`config.mk`:
```
export PLATFORM = sky130hd
export DESIGN_NAME = wb_sram_arbiter
export DESIGN_NICKNAME = d
export VERILOG_FILES = /design/src/rtl/wb_sram_arbiter.sv
export SDC_FILE = /design/constraint.sdc
export NUM_CORES = 1
export LEC_CHECK = 0
export CORE_AREA = 3 3 104 106
export CTS_CLUSTER_SIZE = 10
export DETAILED_ROUTE_END_ITERATION = 6
export DIE_AREA = 0 0 107 109
export GPL_TIMING_DRIVEN = 0
export SLEW_MARGIN = 15
export SYNTH_ARGS = -nofsm -noshare
export SYNTH_HDL_FRONTEND = slang
export SYNTH_SLANG_ARGS = --single-unit
```
`constraint.sdc`:
```
create_clock -name clk_i -period 1.95 [get_ports clk_i]
set_input_delay 0.195 -clock clk_i [delete_from_list [all_inputs] [get_ports clk_i]]
set_output_delay 0.195 -clock clk_i [all_outputs]
set_load 0.02 [all_outputs]
```
`src/rtl/wb_sram_arbiter.sv`:
```
// wb_sram_arbiter
//
// Two-master Wishbone classic arbiter in front of the shared 16-bit SRAM
// slave port. Master 0 is the CPU data port. Master 1 is a second bus
// master such as DMA or video fetch. Grants alternate round-robin on ties.
// A grant stays locked while the granted master holds cyc.
//
// Build option: define WB_ARB_TIMEOUT_EN to add a watchdog. If the slave
// leaves a strobe unanswered for TIMEOUT cycles, the watchdog errors the
// transfer and returns the arbiter to IDLE.
//
// Parameters:
//   XLEN      data width of every data bus
//   ADDR_BITS slave byte-address space (word address is [ADDR_BITS-1:2])
//   TIMEOUT   watchdog limit in cycles (only with WB_ARB_TIMEOUT_EN)
//
// Ports:
//   clk_i, rst_i                   clock, synchronous active-high reset
//   m0_cyc_i/stb_i/we_i/sel_i/adr_i/dat_i   master 0 request
//   m0_dat_o/ack_o/err_o                    master 0 response
//   m1_*                                    same set for master 1
//   s_cyc_o/stb_o/we_o/sel_o/adr_o/dat_o    request to the SRAM slave
//   s_dat_i/ack_i/err_i                     response from the SRAM slave
//   gnt_o                                   one-hot grant, 00 when idle
module wb_sram_arbiter #(
    parameter int XLEN      = 32,
    parameter int ADDR_BITS = 17,
    parameter int TIMEOUT   = 15
) (
    input  logic                   clk_i,
    input  logic                   rst_i,

    input  logic                   m0_cyc_i,
    input  logic                   m0_stb_i,
    input  logic                   m0_we_i,
    input  logic [3:0]             m0_sel_i,
    input  logic [ADDR_BITS-1:2]   m0_adr_i,
    input  logic [XLEN-1:0]        m0_dat_i,
    output logic [XLEN-1:0]        m0_dat_o,
    output logic                   m0_ack_o,
    output logic                   m0_err_o,

    input  logic                   m1_cyc_i,
    input  logic                   m1_stb_i,
    input  logic                   m1_we_i,
    input  logic [3:0]             m1_sel_i,
    input  logic [ADDR_BITS-1:2]   m1_adr_i,
    input  logic [XLEN-1:0]        m1_dat_i,
    output logic [XLEN-1:0]        m1_dat_o,
    output logic                   m1_ack_o,
    output logic                   m1_err_o,

    output logic                   s_cyc_o,
    output logic                   s_stb_o,
    output logic                   s_we_o,
    output logic [3:0]             s_sel_o,
    output logic [ADDR_BITS-1:2]   s_adr_o,
    output logic [XLEN-1:0]        s_dat_o,
    input  logic [XLEN-1:0]        s_dat_i,
    input  logic                   s_ack_i,
    input  logic                   s_err_i,

    output logic [1:0]             gnt_o
);

    typedef enum logic [1:0] {
        IDLE = 2'd0,
        BUS0 = 2'd1,
        BUS1 = 2'd2
    } state_t;

    state_t state;
    state_t state_next;
    logic   last;
    logic   last_next;
    logic   req0;
    logic   req1;
    logic   timeout;

    assign req0 = m0_cyc_i & m0_stb_i;
    assign req1 = m1_cyc_i & m1_stb_i;

`ifdef WB_ARB_TIMEOUT_EN
    localparam int CW = $clog2(TIMEOUT + 1);

    logic [CW-1:0] tmo_cnt;

    // Every grant passes through IDLE, so clearing the counter in IDLE also
    // clears it on each new grant.
    always_ff @(posedge clk_i) begin
        if (rst_i) begin
            tmo_cnt <= '0;
        end else if (state == IDLE || s_ack_i || s_err_i) begin
            tmo_cnt <= '0;
        end else if (s_stb_o) begin
            tmo_cnt <= tmo_cnt + 1'b1;
        end
    end

    assign timeout = (state != IDLE) && (tmo_cnt == CW'(TIMEOUT));
`else
    // Without the watchdog the arbiter waits for the slave indefinitely.
    // TIMEOUT is accepted for interface compatibility but builds nothing.
    if (TIMEOUT < 1) begin : g_timeout_unused
    end

    assign timeout = 1'b0;
`endif

    // State register and round-robin pointer. After reset, last points at
    // master 1, so master 0 wins the first tie.
    always_ff @(posedge clk_i) begin
        if (rst_i) begin
            state <= IDLE;
            last  <= 1'b1;
        end else begin
            state <= state_next;
            last  <= last_next;
        end
    end

    // Next-state logic. On a tie the arbiter grants the master that was not
    // granted last. A BUS state stays until its master drops cyc (or the
    // watchdog fires), and always returns to IDLE first.
    always_comb begin
        state_next = state;
        last_next  = last;
        case (state)
            IDLE: begin
                if (req0 && (!req1 || last)) begin
                    state_next = BUS0;
                    last_next  = 1'b0;
                end else if (req1) begin
                    state_next = BUS1;
                    last_next  = 1'b1;
                end
            end
            BUS0: begin
                if (!m0_cyc_i || timeout) begin
                    state_next = IDLE;
                end
            end
            BUS1: begin
                if (!m1_cyc_i || timeout) begin
                    state_next = IDLE;
                end
            end
            default: state_next = IDLE;
        endcase
    end

    // Output mux. These outputs come straight from the state register. They
    // are also held at zero while rst_i is high, so a reset mid-transfer
    // drops the slave cycle and suppresses any late ack.
    always_comb begin
        s_cyc_o  = 1'b0;
        s_stb_o  = 1'b0;
        s_we_o   = 1'b0;
        s_sel_o  = '0;
        s_adr_o  = '0;
        s_dat_o  = '0;
        m0_ack_o = 1'b0;
        m0_err_o = 1'b0;
        m1_ack_o = 1'b0;
        m1_err_o = 1'b0;
        if (!rst_i) begin
            case (state)
                BUS0: begin
                    s_cyc_o  = m0_cyc_i & ~timeout;
                    s_stb_o  = m0_stb_i & ~timeout;
                    s_we_o   = m0_we_i;
                    s_sel_o  = m0_sel_i;
                    s_adr_o  = m0_adr_i;
                    s_dat_o  = m0_dat_i;
                    m0_ack_o = s_ack_i & ~timeout;
                    m0_err_o = s_err_i | timeout;
                end
                BUS1: begin
                    s_cyc_o  = m1_cyc_i & ~timeout;
                    s_stb_o  = m1_stb_i & ~timeout;
                    s_we_o   = m1_we_i;
                    s_sel_o  = m1_sel_i;
                    s_adr_o  = m1_adr_i;
                    s_dat_o  = m1_dat_i;
                    m1_ack_o = s_ack_i & ~timeout;
                    m1_err_o = s_err_i | timeout;
                end
                default: ;
            endcase
        end
    end

    // Both masters see the read data. Only the granted master's ack
    // qualifies it.
    assign m0_dat_o = s_dat_i;
    assign m1_dat_o = s_dat_i;

    assign gnt_o = {state == BUS1, state == BUS0};

endmodule

```
==> run summary <==
Summing every instance area after synthesis gives 0.001431 sq mm. After the first detailed-routing iteration, the DRC count stood at 176. The post-route minimum period is 1.910 ns.

Measured on the finished design, the core utilization comes to 0.4041. The static power due to leakage is 0.001623 uW. The cell count after synthesis came out at 215.

Excluding fillers, the count of instances in the completed layout stands at 587. The routed layout has 2409 vias. The largest net degree at the start of global routing came out at 11. The total power per unit cell area came out at 291.4 mW/mm^2. The die outline width is 107 microns. The area used by multi-input combinational logic came out at 850.8 sq um. The fraction of the mapped netlist area in compound gates is 0.3435. The Yosys warning count is 0. Broken down by cell family, the worst path's largest delay share belongs to buffers and inverters. The final estimated routing congestion in global placement is 0.7514. The number of iterations in the first detailed-routing pass is 4. The via count of the first global-routing pass came out at 2341. The number of synthesized flops with an enable pin is 0. Setup repair after global routing could not meet its margin everywhere. Yosys instantiated no cell more often than sky130_fd_sc_hd__buf_4. The final setup violation count came out at 0. Of the total synthesized cell area, the portion taken by XOR and XNOR cells is 0.

The final period utilization came out at 0.9797. The net count after synthesis is 362. The part of the Yosys area used for sequential elements came out at 0.04196. The wire length per cell after detailed routing is 14.16 microns. The vertical extent of the die is 109 microns.

The maximum level of the CTS H-tree is 1. The number of rows in the core area came out at 36. The boundary pin count came out at 268. The max-cap violation count is 0. Input and output buffers added on the ports amount to 235. The flow ran to the end, and the final reports show no timing, DRC or antenna violations. The maximum clock insertion buffer count came out at 2.

The largest stage delay on the critical path is 0.32 ns. The number of cells on the worst reg-to-reg path is 5. The number of cells on the worst hold path is 2. The global-route wire length before repair came out at 11.65 mm. The worst setup path is captured at an output pin. The worst hold path belongs to the class reg -> reg.

The proportion of total power due to net switching is 0.3660. In the routed design, unresolved DRC markers number 0. The synthesized netlist contains 19 unique library cells. The category of the worst setup path launch point is a register.

The total track usage came out at 0.1246. The number of buffers and inverters on the critical path is 4. The fraction of synthesized area in multiplexers is 0. The later pin in the worst-skew pair is clocked with a latency of 0.22 ns. The HPWL after detailed placement is 7.115 mm.

The fraction of synthesized cell area taken by the top area cell type came out at 0.3357. The worst max-slew margin expressed relative to the limit came out at 0.8235. The category of the critical setup timing path is reg -> out. Data arrives at the worst endpoint at 1.72 ns.

The total power is 1162 uW. In this run the number of cells on the critical path is 7. The layout has 979 filler cells. The number of failing hold endpoints at the final stage came out at 0. The share of power burned in the clock network is 0.158. Internal power comes to 736.5 uW. Derived from the worst setup path, the maximum achievable clock frequency is 0.5234 GHz. Of the total synthesized cell area, the portion taken by full adders, half adders and majority gates is 0.02622. At the pin with the least slew margin, the transition time is 0.2648 ns. The highest fanout seen on the critical path is 10.

The synthesized design spends more area on one cell type than any other, namely sky130_fd_sc_hd__buf_4. The TritonCTS clock tree is yes. For this run, the leading register cell type out of synthesis is sky130_fd_sc_hd__dfxtp_1. The post-route antenna net violation count came out at 0.

On the critical path, the stage with the largest delay is an instance of sky130_fd_sc_hd__dfxtp_1. The proportion of power drawn by combinational gates came out at 0.780. The number of buffers created by CTS came out at 3.

The final antenna diode count is 0. The residual overflow from global routing is 0. The maximum vdd drop came out at 0.2468 mV. In the final layout, the share of cells above drive strength 1 is 0.3414. The routed wire length is 8.313 mm. The area inside the core boundary came out at 0.009864 sq mm. After synthesis, the mean cell area works out to 6.658 sq um. Of the total synthesized cell area, the portion taken by AND, OR, NAND and NOR gates is 0.1827. The total count of max-transition violations in the final report came to 0. The data required time at the worst endpoint is 1.75 ns.

The switching power of the nets is 425.3 uW. The effective utilization at floorplan came out at 0.1451. Counting flops and latches in the post-synthesis netlist gives 3. The setup fix buffers added after clock tree synthesis is 0. The storage element area came out at 60.06 sq um. After the last flow step, the layout net total stands at 602.

The floorplan step defined a die boundary enclosing 0.01166 sq mm. The number of cells after detailed placement came out at 583. The number of antenna violations at the first check in global routing is 0.

Yosys attributes the largest share of cell area to sky130_fd_sc_hd__buf_4, sky130_fd_sc_hd__a22oi_1, sky130_fd_sc_hd__nor2_1. Clock-pin slew was measured on the worst setup and hold paths at 0.03 ns. Traced cell by cell, the critical path runs through inv_1 -> ha_2 -> buf_6 -> buf_4 -> a22oi_1 -> nor2_1 -> clkdlybuf4s15_2. Relative to the synthesized area, the layout overhead comes to 178.5%. By count the netlist is led by sky130_fd_sc_hd__buf_4, sky130_fd_sc_hd__nor2_1, sky130_fd_sc_hd__a22oi_1. After synthesis, the largest family of logic cells by area is buffers and inverters. The part of the total power dissipated in sequential elements is 0.062.

The clock arrives with 0.0001032 ns of skew. Counting flops with an async set or reset pin after synthesis yields a share of 0. The root buffer cell chosen for the clock tree is sky130_fd_sc_hd__clkbuf_8. The number of clock sinks came out at 3.

The detail-routed via count per cell came out at 4.104.
-- power groups by stage --
stage	combinational, uW	sequential, uW	clock (uW)
after floorplan	416	71.5	0
after global placement	875	72.1	0
after detailed placement	880	72.4	0
after CTS	896	71.7	191
after global routing	966	72.5	198
final	906	72.1	184
-- routing by layer --
layer | share of wire | wire (microns) | track usage
met2 | 0.54 | 4474 | 0.2392
met5 | 0 | 0 | 0
met1 | 0.35 | 2884 | 0.1359
met4 | 0.011 | 89 | 0.02922
met3 | 0.10 | 864 | 0.03316
-- tightest hold or removal path, delay by kind of cell (launching register included) --
kind,cells,cell delay (ns)
simple gates,1,0.08
flops,1,0.32
compound gates,1,0.06
-- area by class of cell --
class,count,area share
tap,133,0.04175
clock buffer,4,0.01130
sequential,3,0.01507
buffer,81,0.1573
timing repair buffer,235,0.5574
multi-input combinational,127,0.2134
inverter,4,0.003766
-- what timing repair did --
| action | 4_1_cts | 5_1_grt |
|---|---|---|
| setup endpoints to repair | 58 | 52 |
| hold buffers | 0 | 0 |
| resized for setup | 161 | 48 |
| pin swaps | 0 | 0 |
-- metrics by stage --
stage / TNS, ns / hold WS (ns) / setup slack [ns] / cell area, sq um
final: 0 / 0.5067 / 0.03954 / 3986
after global routing: -0.1944 / 0.5217 / -0.03007 / 3986
after CTS: -0.03974 / 0.5047 / -0.02232 / 4080
after global placement: -15.48 / 0.4893 / -0.3517 / 3950
after detailed placement: -16.30 / 0.5002 / -0.3476 / 3950
after floorplan: 0 / 0.3114 / 0.2939 / 1431
-- cells by family after synthesis --
family	Yosys count
AO/OA/AOI/OAI	62
adder cells (fa/ha/maj)	3
buffers and inverters	85
flip-flops	3
AND/OR/NAND/NOR	62
-- cells in the final DEF, fill, tap and decap left out, types with 3 or more instances in the layout --
| cell | Yosys | layout |
|---|---|---|
| sky130_fd_sc_hd__clkdlybuf4s15_2 | 0 | 22 |
| sky130_fd_sc_hd__a22oi_1 | 53 | 43 |
| sky130_fd_sc_hd__dlygate4sd2_1 | 0 | 6 |
| sky130_fd_sc_hd__clkbuf_8 | 0 | 3 |
| sky130_fd_sc_hd__dfxtp_1 | 3 | 3 |
| sky130_fd_sc_hd__clkbuf_2 | 0 | 19 |
| sky130_fd_sc_hd__buf_6 | 0 | 5 |
| sky130_fd_sc_hd__and3_1 | 4 | 4 |
| sky130_fd_sc_hd__buf_2 | 17 | 11 |
| sky130_fd_sc_hd__buf_4 | 64 | 74 |
| sky130_fd_sc_hd__a22oi_2 | 2 | 12 |
| sky130_fd_sc_hd__inv_1 | 4 | 3 |
| sky130_fd_sc_hd__clkdlybuf4s50_1 | 0 | 177 |
| sky130_fd_sc_hd__nor2_1 | 54 | 54 |
-- state kept, by name, summed over array words and instances (netlist names) --
| register | count |
|---|---|
| last | 1 |
| state | 2 |
-- final timing paths --
| kind | start | to | slack (ns) |
|---|---|---|---|
| worst min-delay path | state[1]$_SDFFE_PP0P_ | state[1]$_SDFFE_PP0P_ | 0.51 |
| worst max-delay path | state[1]$_SDFFE_PP0P_ | s_dat_o[13] | 0.04 |
| worst max register to register | state[1]$_SDFFE_PP0P_ | state[1]$_SDFFE_PP0P_ | 0.61 |
| worst min register to register | state[1]$_SDFFE_PP0P_ | state[1]$_SDFFE_PP0P_ | 0.51 |
Note: power is estimated with default switching activity, not from simulation.
